## src/rtl/seq_divider_if.sv

```systemverilog
// ----------------------------------------------------------------------------
// seq_divider_if
//   Start/done handshake bundle between the arithmetic-unit controller and the
//   sequential divider.
//
//   Handshake: the controller raises start with dividend/divisor valid; the
//   divider accepts it on a rising edge only while busy=0 (IDLE or DONE state).
//   Once accepted, busy stays high for the whole calculation and start is
//   ignored. done is a one-cycle pulse; quotient/remainder/div_by_zero are
//   valid from that cycle and hold until the next completion or reset.
//
//   Signals:
//     start        controller -> divider  request
//     dividend     controller -> divider  numerator  (DIVIDEND_WIDTH)
//     divisor      controller -> divider  denominator (DIVISOR_WIDTH)
//     busy         divider -> controller  calculation in progress
//     done         divider -> controller  one-cycle result pulse
//     quotient     divider -> controller  DIVIDEND_WIDTH
//     remainder    divider -> controller  DIVISOR_WIDTH
//     div_by_zero  divider -> controller  last result had a zero divisor
// ----------------------------------------------------------------------------
interface seq_divider_if #(
  parameter int DIVIDEND_WIDTH = 16,
  parameter int DIVISOR_WIDTH  = 8
);
  logic                      start;
  logic [DIVIDEND_WIDTH-1:0] dividend;
  logic [DIVISOR_WIDTH-1:0]  divisor;
  logic                      busy;
  logic                      done;
  logic [DIVIDEND_WIDTH-1:0] quotient;
  logic [DIVISOR_WIDTH-1:0]  remainder;
  logic                      div_by_zero;

  modport master (
    output start, dividend, divisor,
    input  busy, done, quotient, remainder, div_by_zero
  );

  modport slave (
    input  start, dividend, divisor,
    output busy, done, quotient, remainder, div_by_zero
  );
endinterface

```

## src/rtl/seq_divider.sv

```systemverilog
// ----------------------------------------------------------------------------
// seq_divider
//   Multi-cycle restoring divider, one quotient bit per clock. Recovers
//   quotient and remainder from a product-width dividend and a narrow divisor.
//
//   Ports:
//     clk        rising-edge clock
//     rst        asynchronous, active-high reset
//     bus        seq_divider_if.slave (start/dividend/divisor in,
//                busy/done/quotient/remainder/div_by_zero out)
//     state_dbg  current FSM state (0=IDLE, 1=CALC, 2=DONE)
//
//   Optional feature: define SEQ_DIVIDER_SIGNED_EN for two's-complement
//   operands. Magnitudes are taken at capture, the unsigned core is unchanged,
//   and signs are applied on the completion edge (quotient truncates toward
//   zero, remainder follows the dividend sign). Undefined: purely unsigned.
//
//   Latency: start accepted at edge E -> done high in the cycle after
//   edge E+DIVIDEND_WIDTH. A zero divisor skips CALC and goes straight to DONE.
// ----------------------------------------------------------------------------
module seq_divider #(
  parameter int DIVIDEND_WIDTH = 16,
  parameter int DIVISOR_WIDTH  = 8
) (
  input  logic               clk,
  input  logic               rst,
  seq_divider_if.slave       bus,
  output logic [1:0]         state_dbg
);

  localparam int DW = DIVIDEND_WIDTH;
  localparam int VW = DIVISOR_WIDTH;
  localparam int CW = $clog2(DW + 1);

  typedef enum logic [1:0] {
    IDLE = 2'd0,
    CALC = 2'd1,
    DONE = 2'd2
  } state_t;

  state_t          state;
  logic [DW-1:0]   shreg;      // dividend bits shifting out, quotient bits in
  logic [VW-1:0]   dvsr;
  logic [VW:0]     prem;       // partial remainder, one guard bit
  logic [CW-1:0]   cnt;
  logic [DW-1:0]   quotient_r;
  logic [VW-1:0]   remainder_r;
  logic            dbz_r;
  logic            busy_r;
  logic            done_r;

  // One restoring step on {prem, shreg}
  logic [VW:0]     shifted;
  logic [VW+1:0]   diff;
  logic            nonneg;
  logic [VW:0]     prem_nxt;
  logic [DW-1:0]   shreg_nxt;

  always_comb begin
    shifted   = {prem[VW-1:0], shreg[DW-1]};
    diff      = {1'b0, shifted} - {2'b00, dvsr};
    nonneg    = ~diff[VW+1];
    prem_nxt  = nonneg ? diff[VW:0] : shifted;
    shreg_nxt = {shreg[DW-2:0], nonneg};
  end

  // Operand magnitudes at capture and final results at completion
  logic [DW-1:0]   a_mag;
  logic [VW-1:0]   b_mag;
  logic [DW-1:0]   q_fin;
  logic [VW-1:0]   r_fin;

`ifdef SEQ_DIVIDER_SIGNED_EN
  logic neg_q;
  logic neg_r;

  always_comb begin
    a_mag = bus.dividend[DW-1] ? (~bus.dividend + 1'b1) : bus.dividend;
    b_mag = bus.divisor[VW-1]  ? (~bus.divisor + 1'b1)  : bus.divisor;
    q_fin = neg_q ? (~shreg_nxt + 1'b1) : shreg_nxt;
    r_fin = neg_r ? (~prem_nxt[VW-1:0] + 1'b1) : prem_nxt[VW-1:0];
  end

  // Sign flags latched with the operands; the most-negative/-1 case needs no
  // special path: |min| = min in DW bits and the signs agree, so q = min, r = 0.
  always_ff @(posedge clk or posedge rst) begin
    if (rst) begin
      neg_q <= 1'b0;
      neg_r <= 1'b0;
    end else if (state != CALC && bus.start) begin
      neg_q <= bus.dividend[DW-1] ^ bus.divisor[VW-1];
      neg_r <= bus.dividend[DW-1];
    end
  end
`else
  always_comb begin
    a_mag = bus.dividend;
    b_mag = bus.divisor;
    q_fin = shreg_nxt;
    r_fin = prem_nxt[VW-1:0];
  end
`endif

  always_ff @(posedge clk or posedge rst) begin
    if (rst) begin
      state       <= IDLE;
      shreg       <= '0;
      dvsr        <= '0;
      prem        <= '0;
      cnt         <= '0;
      quotient_r  <= '0;
      remainder_r <= '0;
      dbz_r       <= 1'b0;
      busy_r      <= 1'b0;
      done_r      <= 1'b0;
    end else begin
      case (state)
        IDLE, DONE: begin
          if (bus.start) begin
            shreg <= a_mag;
            dvsr  <= b_mag;
            prem  <= '0;
            cnt   <= CW'(DW);
            if (bus.divisor == '0) begin
              // Zero divisor: result is available immediately
              quotient_r  <= '1;
              remainder_r <= bus.dividend[VW-1:0];
              dbz_r       <= 1'b1;
              state       <= DONE;
              busy_r      <= 1'b0;
              done_r      <= 1'b1;
            end else begin
              state  <= CALC;
              busy_r <= 1'b1;
              done_r <= 1'b0;
            end
          end else begin
            state  <= IDLE;
            busy_r <= 1'b0;
            done_r <= 1'b0;
          end
        end
        CALC: begin
          shreg <= shreg_nxt;
          prem  <= prem_nxt;
          cnt   <= cnt - CW'(1);
          if (cnt == CW'(1)) begin
            quotient_r  <= q_fin;
            remainder_r <= r_fin;
            dbz_r       <= 1'b0;
            state       <= DONE;
            busy_r      <= 1'b0;
            done_r      <= 1'b1;
          end
        end
        default: begin
          state  <= IDLE;
          busy_r <= 1'b0;
          done_r <= 1'b0;
        end
      endcase
    end
  end

  assign bus.busy        = busy_r;
  assign bus.done        = done_r;
  assign bus.quotient    = quotient_r;
  assign bus.remainder   = remainder_r;
  assign bus.div_by_zero = dbz_r;
  assign state_dbg       = state;

endmodule

```

## src/flat_wrapper.sv

```systemverilog
// flat-port wrapper written by rule: the top's interface ports become plain ports
module seq_divider_flat 
#(
  parameter int DIVIDEND_WIDTH = 16,
  parameter int DIVISOR_WIDTH  = 8
)
  (clk, rst, state_dbg, bus_start, bus_dividend, bus_divisor, bus_busy, bus_done, bus_quotient, bus_remainder, bus_div_by_zero);
  seq_divider_if #(.DIVIDEND_WIDTH(DIVIDEND_WIDTH), .DIVISOR_WIDTH(DIVISOR_WIDTH)) bus_i ();
  input  logic clk;
  input  logic rst;
  output logic [1:0] state_dbg;
  input wire logic [$bits(bus_i.start)-1:0] bus_start;
  input wire logic [$bits(bus_i.dividend)-1:0] bus_dividend;
  input wire logic [$bits(bus_i.divisor)-1:0] bus_divisor;
  output wire logic [$bits(bus_i.busy)-1:0] bus_busy;
  output wire logic [$bits(bus_i.done)-1:0] bus_done;
  output wire logic [$bits(bus_i.quotient)-1:0] bus_quotient;
  output wire logic [$bits(bus_i.remainder)-1:0] bus_remainder;
  output wire logic [$bits(bus_i.div_by_zero)-1:0] bus_div_by_zero;
  assign bus_i.start = bus_start;
  assign bus_i.dividend = bus_dividend;
  assign bus_i.divisor = bus_divisor;
  assign bus_busy = bus_i.busy;
  assign bus_done = bus_i.done;
  assign bus_quotient = bus_i.quotient;
  assign bus_remainder = bus_i.remainder;
  assign bus_div_by_zero = bus_i.div_by_zero;
  seq_divider #(.DIVIDEND_WIDTH(DIVIDEND_WIDTH), .DIVISOR_WIDTH(DIVISOR_WIDTH)) u_core (.clk(clk), .rst(rst), .bus(bus_i), .state_dbg(state_dbg));
endmodule
```

## config.mk

```make
export PLATFORM = sky130hd
export DESIGN_NAME = seq_divider_flat
export DESIGN_NICKNAME = d
export VERILOG_FILES = /design/src/rtl/seq_divider_if.sv /design/src/rtl/seq_divider.sv /design/src/flat_wrapper.sv
export SDC_FILE = /design/constraint.sdc
export NUM_CORES = 1
export LEC_CHECK = 0
export BUFFER_PORTS_ARGS = -buffer_cell sky130_fd_sc_hd__buf_2
export CAP_MARGIN = 20
export CELL_PAD_IN_SITES_DETAIL_PLACEMENT = 1
export CELL_PAD_IN_SITES_GLOBAL_PLACEMENT = 2
export CORE_UTILIZATION = 37
export CTS_BUF_LIST = sky130_fd_sc_hd__clkbuf_16
export DETAILED_ROUTE_END_ITERATION = 6
export HOLD_SLACK_MARGIN = 0.12
export PLACE_DENSITY_LB_ADDON = 0.1
export RECOVER_POWER = 100
export REMOVE_ABC_BUFFERS = 1
export SYNTH_ARGS = -nofsm -noshare
export SYNTH_HDL_FRONTEND = slang
export SYNTH_SLANG_ARGS = --single-unit
```

## constraint.sdc

```tcl
create_clock -name clk -period 6.6 [get_ports clk]
set_input_delay 0.99 -clock clk [delete_from_list [all_inputs] [get_ports clk]]
set_output_delay 0.99 -clock clk [all_outputs]
set_load 0.05 [all_outputs]
```

==> impl_metrics.tcl, run 1 <==
set metrics [dict create \
    status "complete, but fails checks" \
    violations "capacitance limit, slew limit" \
    htree_levels 3 \
    min_path_cells 2 \
    ctsResizeCount 0 \
    wire_per_inst_microns 16.8 \
    synth.avg_cell_area_sq_um 9.52 \
    coreArea_sq_um 7890 \
    num_vias 2546 \
    min_period_ns 3.96 \
    yosys_most_used_dff "dfrtp_1" \
    antenna_left 0 \
    crit_arrival_ns 4.12 \
    cap_violations 1 \
    drc 0 \
    setup_viol 0 \
    critPathSlowestCell "clkinvlp_2" \
    place_congestion 0.817 \
    grt_overflow 0 \
    r2r-end "u_core.bus.quotient[6]$_DFFE_PP0P_" \
    hold_viol 0 \
    post_route_cells_drive_above_1_share_pct 11.6 \
    clock_sinks 64 \
    async_flop_share_pct 100 \
    clk_pin_slew_worst_paths_ns 0.05 \
    synth_cell_types 43 \
    synth-edff-count 0 \
    hold_slack_ns 0.478 \
    min-delay-start "u_core.prem[7]$_DFFE_PP0P_" \
    r2r_cells 6 \
    mostFrequentLayoutCells "64 x nand2_1, 64 x dfrtp_1, 31 x nor2_1" \
    slew_viol_final 34 \
    worst_pin_slew_ns 1.52 \
    path_max_fanout 27 \
    wirelength_microns 8120 \
    critical_path_class "primary input to flop" \
    cts_setup_buffers 0 \
    clock_skew_ns 0.00591 \
    synth-seq-cells 64 \
    r2r_slack_ns 2.88 \
    grt_usage_pct 21.0 \
    hold_path.class "flop to flop" \
    grt_pass1_vias 2652 \
    end_kind "flop" \
    netlist_area_sq_um 3080 \
    postCtsHoldBufs 0 \
    die_h_microns 93.3 \
    cts_root_buf "clkbuf_16" \
    die_w_microns 93.3 \
    finalCritPeriodShare_pct 60.1 \
    dieArea_sq_um 8700 \
    port_buffers 55 \
    clockBufferDepth 2 \
    r2r-start "u_core.state_dbg[0]$_DFFE_PP0N_" \
    crit_required_ns 6.76 \
    cp_cell_sequence "buf_2 > nand2b_1 > nor3_1 > nor2_1 > clkinvlp_2 > nor2_1 > a21oi_1" \
    cts_buffers 9 \
    cpPeakStageDelay_ns 1.03 \
    grt_max_degree 65 \
    dr.pass1.iters 4 \
    start_kind "primary input" \
    drt_iter0_markers 113 \
    insertion_delay_ns 0.33 \
    hpwl_microns 5610 \
    ios 56 \
    timing.setup.tns_ns 0 \
    max_freq_ghz 0.252 \
    path_common_cell "nor2_1" \
    viasPerCell 5.28 \
    nets 413 \
    diodes 0 \
    cts_tree "done" \
    rsz0062_at_grt "no" \
    ys_warn_count 0 \
    relSlewSlack_pct -1.51 \
    grt_pass1_wl_microns 13800 \
    initial_core_util_pct 39.1 \
    syn_inst 324 \
    antenna_found_initial 0 \
    hold_end "u_core.prem[7]$_DFFE_PP0P_" \
    nFillCells 944 \
    yosysSeqAreaShare_pct 51.9 \
    area_growth_pct 17.9 \
    row_count 32 \
]
-- per-layer routing --
metal / track usage [%] / vias up / wire, microns
met3: 4.72 / 7 / 278
met1: 28.3 / 1251 / 3960
met4: 6.92 / 0 / 71
met5: 0 / - / 0
li1: - / 1236 / -
met2: 33.5 / 52 / 3810
-- sequential cells by signal, indices dropped and copies added (netlist names) --
register	count
u_core.bus.remainder	8
u_core.state_dbg	2
u_core.bus.quotient	16
u_core.prem	8
u_core.shreg	16
u_core.cnt	5
u_core.bus.div_by_zero	1
u_core.dvsr	8
-- cells in the mapped netlist, types with 5 or more instances --
library cell | instances | area [sq um]
dfrtp_1 | 64 | 1600
o22a_1 | 8 | 70.1
inv_1 | 12 | 45.0
clkbuf_1 | 11 | 41.3
o21ai_0 | 18 | 90.1
ha_1 | 10 | 125
a31oi_1 | 18 | 113
nor2_1 | 30 | 113
nand3_1 | 9 | 45.0
nand2_1 | 64 | 240
nor2b_1 | 5 | 31.3
a21oi_1 | 18 | 90.1
-- kinds of logic after synthesis --
| kind of cell | Yosys count | share of synthesized area, % |
|---|---|---|
| AOI/OAI and AO/OA | 82 | 16.8 |
| xor gates and xnor gates | 2 | 0.568 |
| adders and majority gates | 11 | 4.71 |
| buffers and inverters | 31 | 4.91 |
| DFF | 64 | 51.9 |
| muxes | 6 | 2.07 |
| and+or+nand+nor | 128 | 19.0 |
-- area by class of cell --
class | instances | area, sq um | area share (%)
inverter | 13 | 50.0 | 1.38
tap | 102 | 128 | 3.51
clock inverter | 7 | 62.6 | 1.72
sequential | 64 | 1600 | 44.0
multi-input combinational | 229 | 1310 | 36.1
clock buffer | 9 | 225 | 6.19
timing repair buffer | 58 | 258 | 7.09
-- per-stage QoR --
step                      util [%]  std cells  cell area [sq um]  setup slack, ns
after floorplan                  -        306               2990             3.83
after detailed placement      43.3        466               3410             3.82
after CTS                     46.9        482               3700             3.89
after global placement        43.3        466               3410             3.91
final                         46.1        482               3640             2.64
after global routing          46.1        482               3640             2.32
-- worst max path at each step --
| stage | from | to | slack [ns] | cells past startpoint |
|---|---|---|---|---|
| 4_1_cts | u_core.prem[5]$_DFFE_PP0P_ | u_core.bus.remainder[0]$_DFFE_PP0P_ | 3.89 | 6 |
| 2_1_floorplan | bus_start | u_core.prem[0]$_DFFE_PP0P_ | 3.83 | 4 |
| 3_5_place_dp | bus_start | u_core.bus.quotient[6]$_DFFE_PP0P_ | 3.82 | 7 |
| 5_1_grt | bus_start | u_core.bus.quotient[4]$_DFFE_PP0P_ | 2.32 | 7 |
| 3_3_place_gp | bus_start | u_core.bus.remainder[6]$_DFFE_PP0P_ | 3.91 | 7 |
| 6_report | bus_start | u_core.bus.quotient[6]$_DFFE_PP0P_ | 2.64 | 7 |
-- worst max-delay path, delay by kind of cell --
kind	cells	cell delay (ns)
simple gates	4	1.90
buf+inv	2	1.13
compound gates	1	0.08
Power of run 1 is not shown: default switching activity piles up to over one toggle a cycle in this logic, so the estimate is an artifact.
==> inputs of run 2 (changes only) <==
CORE_UTILIZATION = 34   (was 37)
clock period = 3.85 ns   (was 6.6 ns; I/O delays follow)
==> run 2 against run 1 <==
  * The run still ends with capacitance limit, slew limit left
  * First-iteration DRC count fell by 35%
  * Count of clock-buffer cells in the layout is the same
  * Die area increased by 8.6%
  * Critical path depth is the same
  * Core utilization down 4.5 points
  * Flip-flop and latch count is the same
  * Via count is 0.75% lower
  * Cell count up 1.9%
  * Worst hold slack worse by 0.0061 ns
  * Clock skew is essentially flat
  * Sequential share of layout area decreased by 0.15 points
  * Register-to-register slack got worse by 1.9 ns
==> impl_metrics.tcl, run 2 (same netlist as run 1, synthesis figures left out) <==
set metrics [dict create \
    post_route_cells_drive_above_1_share_pct 12.5 \
    hold_path.class "primary input to flop" \
    timing.setup.tns_ns 0 \
    r2r-start "u_core.state_dbg[0]$_DFFE_PP0N_" \
    switching_power_mw 1.95 \
    place_inst 476 \
    htree_levels 3 \
    relSlewSlack_pct -4.99 \
    wire_per_inst_microns 17.1 \
    cts_setup_buffers 0 \
    clk_pin_slew_worst_paths_ns 0.05 \
    clockBufferDepth 2 \
    wirelength_microns 8400 \
    start_kind "flop" \
    p_seq_share_pct 29.9 \
    nets 417 \
    die_w_microns 97.2 \
    min-delay-start "bus_divisor[1]" \
    clock_skew_ns 0.00558 \
    crit_required_ns 4.01 \
    grt_util_met2_pct 30.4 \
    cts_root_buf "clkbuf_16" \
    die_h_microns 97.2 \
    met1_usage_pct 26.1 \
    cap_violations 1 \
    cp-startpoint "u_core.state_dbg[0]$_DFFE_PP0N_" \
    violations "capacitance limit, slew limit" \
    use_met3_pct 5.11 \
    grt_overflow 0 \
    min_path_cells 3 \
    status "complete, but fails checks" \
    row_count 34 \
    coreArea_sq_um 8760 \
    final_util_pct 41.6 \
    clock_sinks 64 \
    cts_tree "done" \
    place_congestion 0.833 \
    area_growth_pct 18.3 \
    grt_usage_pct 19.3 \
    hpwl_microns 5890 \
    min_period_ns 2.88 \
    p_sw_share_pct 48.4 \
    mostFrequentLayoutCells "64 x nand2_1, 64 x dfrtp_1, 33 x clkbuf_1" \
    grt_busiest_layer "met2" \
    dr.pass1.iters 4 \
    crit_arrival_ns 3.04 \
    drt_iter0_markers 74 \
    ctsResizeCount 0 \
    grt_max_degree 38 \
    cellPowerDensity_nw_per_um2 1110 \
    end_kind "flop" \
    instances_no_fill 491 \
    vdd_ir_drop_max_mv 0.269 \
    grt_pass1_wl_microns 13900 \
    postCtsHoldBufs 0 \
    slew_viol_final 34 \
    path_max_fanout 27 \
    viasPerCell 5.15 \
    rsz0062_at_grt "no" \
    diodes 0 \
    hold_end "u_core.dvsr[1]$_DFFE_PP0P_" \
    setup_viol 0 \
    port_buffers 55 \
    initial_core_util_pct 35.2 \
    antenna_found_initial 0 \
    combPwrFrac_pct 52.5 \
    r2r-end "u_core.bus.quotient[2]$_DFFE_PP0P_" \
    ios 56 \
    p_int_mw 2.08 \
    p_leak_nw 1.64 \
    num_vias 2527 \
    grt_pass1_vias 2605 \
    worst_pin_slew_ns 1.57 \
    critical_path_class "flop to flop" \
    antenna_left 0 \
    max_freq_ghz 0.347 \
    finalCritPeriodShare_pct 74.8 \
    cts_buffers 9 \
    drc 0 \
    hold_viol 0 \
    r2r_slack_ns 0.97 \
    pwr-share-clk_pct 17.6 \
    dieArea_sq_um 9450 \
    r2r_cells 7 \
    insertion_delay_ns 0.33 \
]
[run 2: power by group through the flow]
stage / logic, mW / registers (mW) / clock network [mW]
3_3_place_gp: 2.16 / 1.21 / 0
5_1_grt: 2.34 / 1.25 / 0.762
6_report: 2.12 / 1.21 / 0.711
2_1_floorplan: 1.14 / 1.67 / 0
3_5_place_dp: 2.19 / 1.21 / 0
4_1_cts: 2.20 / 1.21 / 0.735
[run 2: layout make-up]
| type | instances | area, sq um |
|---|---|---|
| multi-input cells | 229 | 1330 |
| fillers | 1022 | 5110 |
| inverters | 13 | 50.0 |
| repair buffers | 62 | 277 |
| well taps | 108 | 135 |
| flip-flops and latches | 64 | 1600 |
| clock inverters | 6 | 30.0 |
| clock buffers | 9 | 225 |
[run 2: worst max path at each step]
stage / endpoint / slack [ns] / cells past startpoint
after floorplan: u_core.cnt[3]$_DFFE_PP0P_ / 1.12 / 4
after global placement: u_core.bus.remainder[0]$_DFFE_PP0P_ / 1.25 / 6
after detailed placement: u_core.bus.remainder[0]$_DFFE_PP0P_ / 1.19 / 6
after CTS: u_core.bus.remainder[0]$_DFFE_PP0P_ / 1.16 / 6
after global routing: u_core.bus.quotient[3]$_DFFE_PP0P_ / 0.62 / 7
final: u_core.bus.quotient[2]$_DFFE_PP0P_ / 0.97 / 7
[run 2: routing by layer]
layer / vias to the layer above / routed length [microns]
met5: - / 0
met4: 0 / 101
met3: 8 / 262
met2: 44 / 3880
met1: 1239 / 4160
li1: 1236 / -
[run 2: metrics by stage]
stage / worst slack (ns) / hold WS [ns] / area [sq um] / total power [mW]
2_1_floorplan: 1.12 / 0.441 / 2990 / 2.81
3_3_place_gp: 1.25 / 0.464 / 3450 / 3.36
3_5_place_dp: 1.19 / 0.468 / 3450 / 3.40
4_1_cts: 1.16 / 0.437 / 3710 / 4.14
5_1_grt: 0.624 / 0.485 / 3650 / 4.36
6_report: 0.971 / 0.471 / 3650 / 4.03
[run 2: worst max-delay path: stages, from the launching register on]
cell        delay (ns)
dfrtp_1           0.43
nor2b_1           0.15
clkbuf_1          0.26
and2_0            0.28
nor2_4            0.28
clkinvlp_2        0.89
nor2_1            0.35
a21oi_1           0.07
(Power assumes the default switching activity.)
==> inputs of run 3 (changes only) <==
CORE_UTILIZATION = 31   (was 34)
clock period = 2.4 ns   (was 3.85 ns; I/O delays follow)
==> run 3 against run 2 <==
  * The run now ends clean
  * Non-clock buffer count is 7 higher
  * Cell count increased by 6.5%
  * Count of clock-buffer cells in the layout unchanged
  * Critical endpoint is now u_core.prem[0]$_DFFE_PP0P_
  * Largest cell class unchanged
  * Largest power group unchanged
==> impl_metrics.tcl, run 3 (same netlist as run 1, synthesis figures left out) <==
set metrics [dict create \
    path_max_fanout 7 \
    final_util_pct 39.3 \
    combPwrFrac_pct 50.9 \
    hold_path.class "primary input to flop" \
    hold_slack_ns 0.252 \
    clk_pin_slew_worst_paths_ns 0.05 \
    row_count 36 \
    dpl_cell_area_sq_um 3540 \
    viasPerCell 4.96 \
    grt_overflow 0 \
    clock_sinks 64 \
    die_h_microns 102 \
    nets 424 \
    clockBufferDepth 2 \
    rsz0062_at_grt "no" \
    cpPeakStageDelay_ns 0.39 \
    diodes 0 \
    die_w_microns 102 \
    mostFrequentLayoutCells "64 x nand2_1, 64 x dfrtp_1, 32 x clkbuf_1" \
    min_period_ns 2.29 \
    cts_tree "done" \
    p_leak_nw 1.72 \
    instances_no_fill 523 \
    num_vias 2596 \
    area_growth_pct 23.6 \
    clock_skew_ns 0.00826 \
    dieArea_sq_um 10300 \
    wirelength_microns 8540 \
    critPathSlowestCell "dfrtp_1" \
    cts_buffers 9 \
    finalCritPeriodShare_pct 95.4 \
    place_congestion 0.800 \
    critical_path_class "flop to flop" \
    pwr-share-clk_pct 21.2 \
    antenna_left 0 \
    slew_viol_final 0 \
    wire_per_inst_microns 16.3 \
    antenna_found_initial 0 \
    insertion_delay_ns 0.33 \
    p_sw_share_pct 46.2 \
    end_kind "flop" \
    grt_pass1_vias 2610 \
    cap_violations 0 \
    p_seq_share_pct 27.9 \
    relSlewSlack_pct 1.52 \
    switching_power_mw 3.22 \
    place_inst 507 \
    coreArea_sq_um 9680 \
    drt_iter0_markers 64 \
    hpwl_microns 5810 \
    fin_area_sq_um 3810 \
    grt_pass1_wl_microns 13800 \
    drc 0 \
    crit_arrival_ns 2.52 \
    start_kind "flop" \
    grt_max_degree 65 \
    worst_pin_slew_ns 1.48 \
    max_freq_ghz 0.437 \
    grt_usage_pct 17.9 \
    initial_core_util_pct 31.8 \
    ios 56 \
    crit_required_ns 2.63 \
    hold_viol 0 \
    cp_cell_sequence "ha_1 > a21o_1 > a221oi_2 > o21a_1 > buf_4 > mux2_2 > o21ai_0" \
    post_route_cells_drive_above_1_share_pct 14.6 \
    dr.pass1.iters 4 \
    port_buffers 55 \
    p_int_mw 3.75 \
    cts_root_buf "clkbuf_16" \
    status "completed" \
    cellPowerDensity_nw_per_um2 1830 \
    setup_viol 0 \
    vdd_ir_drop_max_mv 0.554 \
    htree_levels 3 \
    nFillCells 1156 \
]
-- run 3: changes by cell type in the layout (fill, tap and decap cells not counted), moves of 2 or more --
cell	previous run	this run
buf_4	3	7
bufinv_16	0	3
clkbuf_2	0	2
clkinv_2	3	0
-- run 3: path summary, 6_finish.rpt --
path                                                 start                            to  slack [ns]  cells past startpoint
worst min-delay path                        bus_divisor[3]    u_core.dvsr[3]$_DFFE_PP0P_        0.25                      3
worst min register to register   u_core.cnt[4]$_DFFE_PP0P_     u_core.cnt[4]$_DFFE_PP0P_        0.48                      1
max in group asynchronous                              rst    u_core.dvsr[4]$_DFFE_PP0P_        0.40                      4
min in group asynchronous                              rst  u_core.shreg[11]$_DFFE_PP0P_        1.09                      4
worst max register to register  u_core.prem[5]$_DFFE_PP0P_    u_core.prem[0]$_DFFE_PP0P_        0.11                      7
worst max-delay path            u_core.prem[5]$_DFFE_PP0P_    u_core.prem[0]$_DFFE_PP0P_        0.11                      7
-- run 3: area by class of cell --
type                    count  area, sq um  share of cell area (%)
flip-flops and latches     64         1600                    42.0
multi-input cells         229         1330                    35.0
repair buffers             69          328                    8.60
clock buffers               9          225                    5.91
well taps                 133          166                    4.37
clock inverters             6          101                    2.66
inverters                  13         53.8                    1.41
-- run 3: worst max-delay path: cells and delay by family (launching register included) --
family | cells | cell delay, ns
fa+ha+maj | 1 | 0.38
buf+inv | 1 | 0.13
mux | 1 | 0.34
compound gates | 4 | 0.94
flops | 1 | 0.39
-- run 3: power by group through the flow --
| stage | logic, mW | registers [mW] | clock network [mW] |
|---|---|---|---|
| 3_5_place_dp | 3.64 | 1.96 | 0 |
| 4_1_cts | 3.67 | 1.94 | 1.50 |
| 3_3_place_gp | 3.57 | 1.94 | 0 |
| 6_report | 3.55 | 1.95 | 1.48 |
| 2_1_floorplan | 1.83 | 2.68 | 0 |
| 5_1_grt | 3.93 | 2.01 | 1.55 |
-- run 3: routing by layer --
layer / vias to the layer above / GRT usage, % / part of all wire (%)
met5: - / 0 / 0
met4: 0 / 7.36 / 1.6
met3: 10 / 3.73 / 3.6
met2: 44 / 27.7 / 45
met1: 1292 / 24.5 / 50
li1: 1250 / - / -
-- run 3: stage by stage --
stage / TNS (ns) / setup WS, ns / total power, mW
detailed placement: 0 / 0.0929 / 5.59
CTS: 0 / 0.0204 / 7.12
finish: 0 / 0.111 / 6.97
global placement: 0 / 0.139 / 5.52
floorplan: -3.23 / -0.327 / 4.51
global route: 0 / 0.0373 / 7.50
-- run 3: repair_timing --
| action | in CTS | in global routing |
|---|---|---|
| hold endpoints to repair | 10 | 0 |
| hold buffers | 1 | 0 |
| resized for setup | 0 | 1 |
| endpoints found under the setup margin | 0 | 5 |
| setup buffers | 0 | 0 |
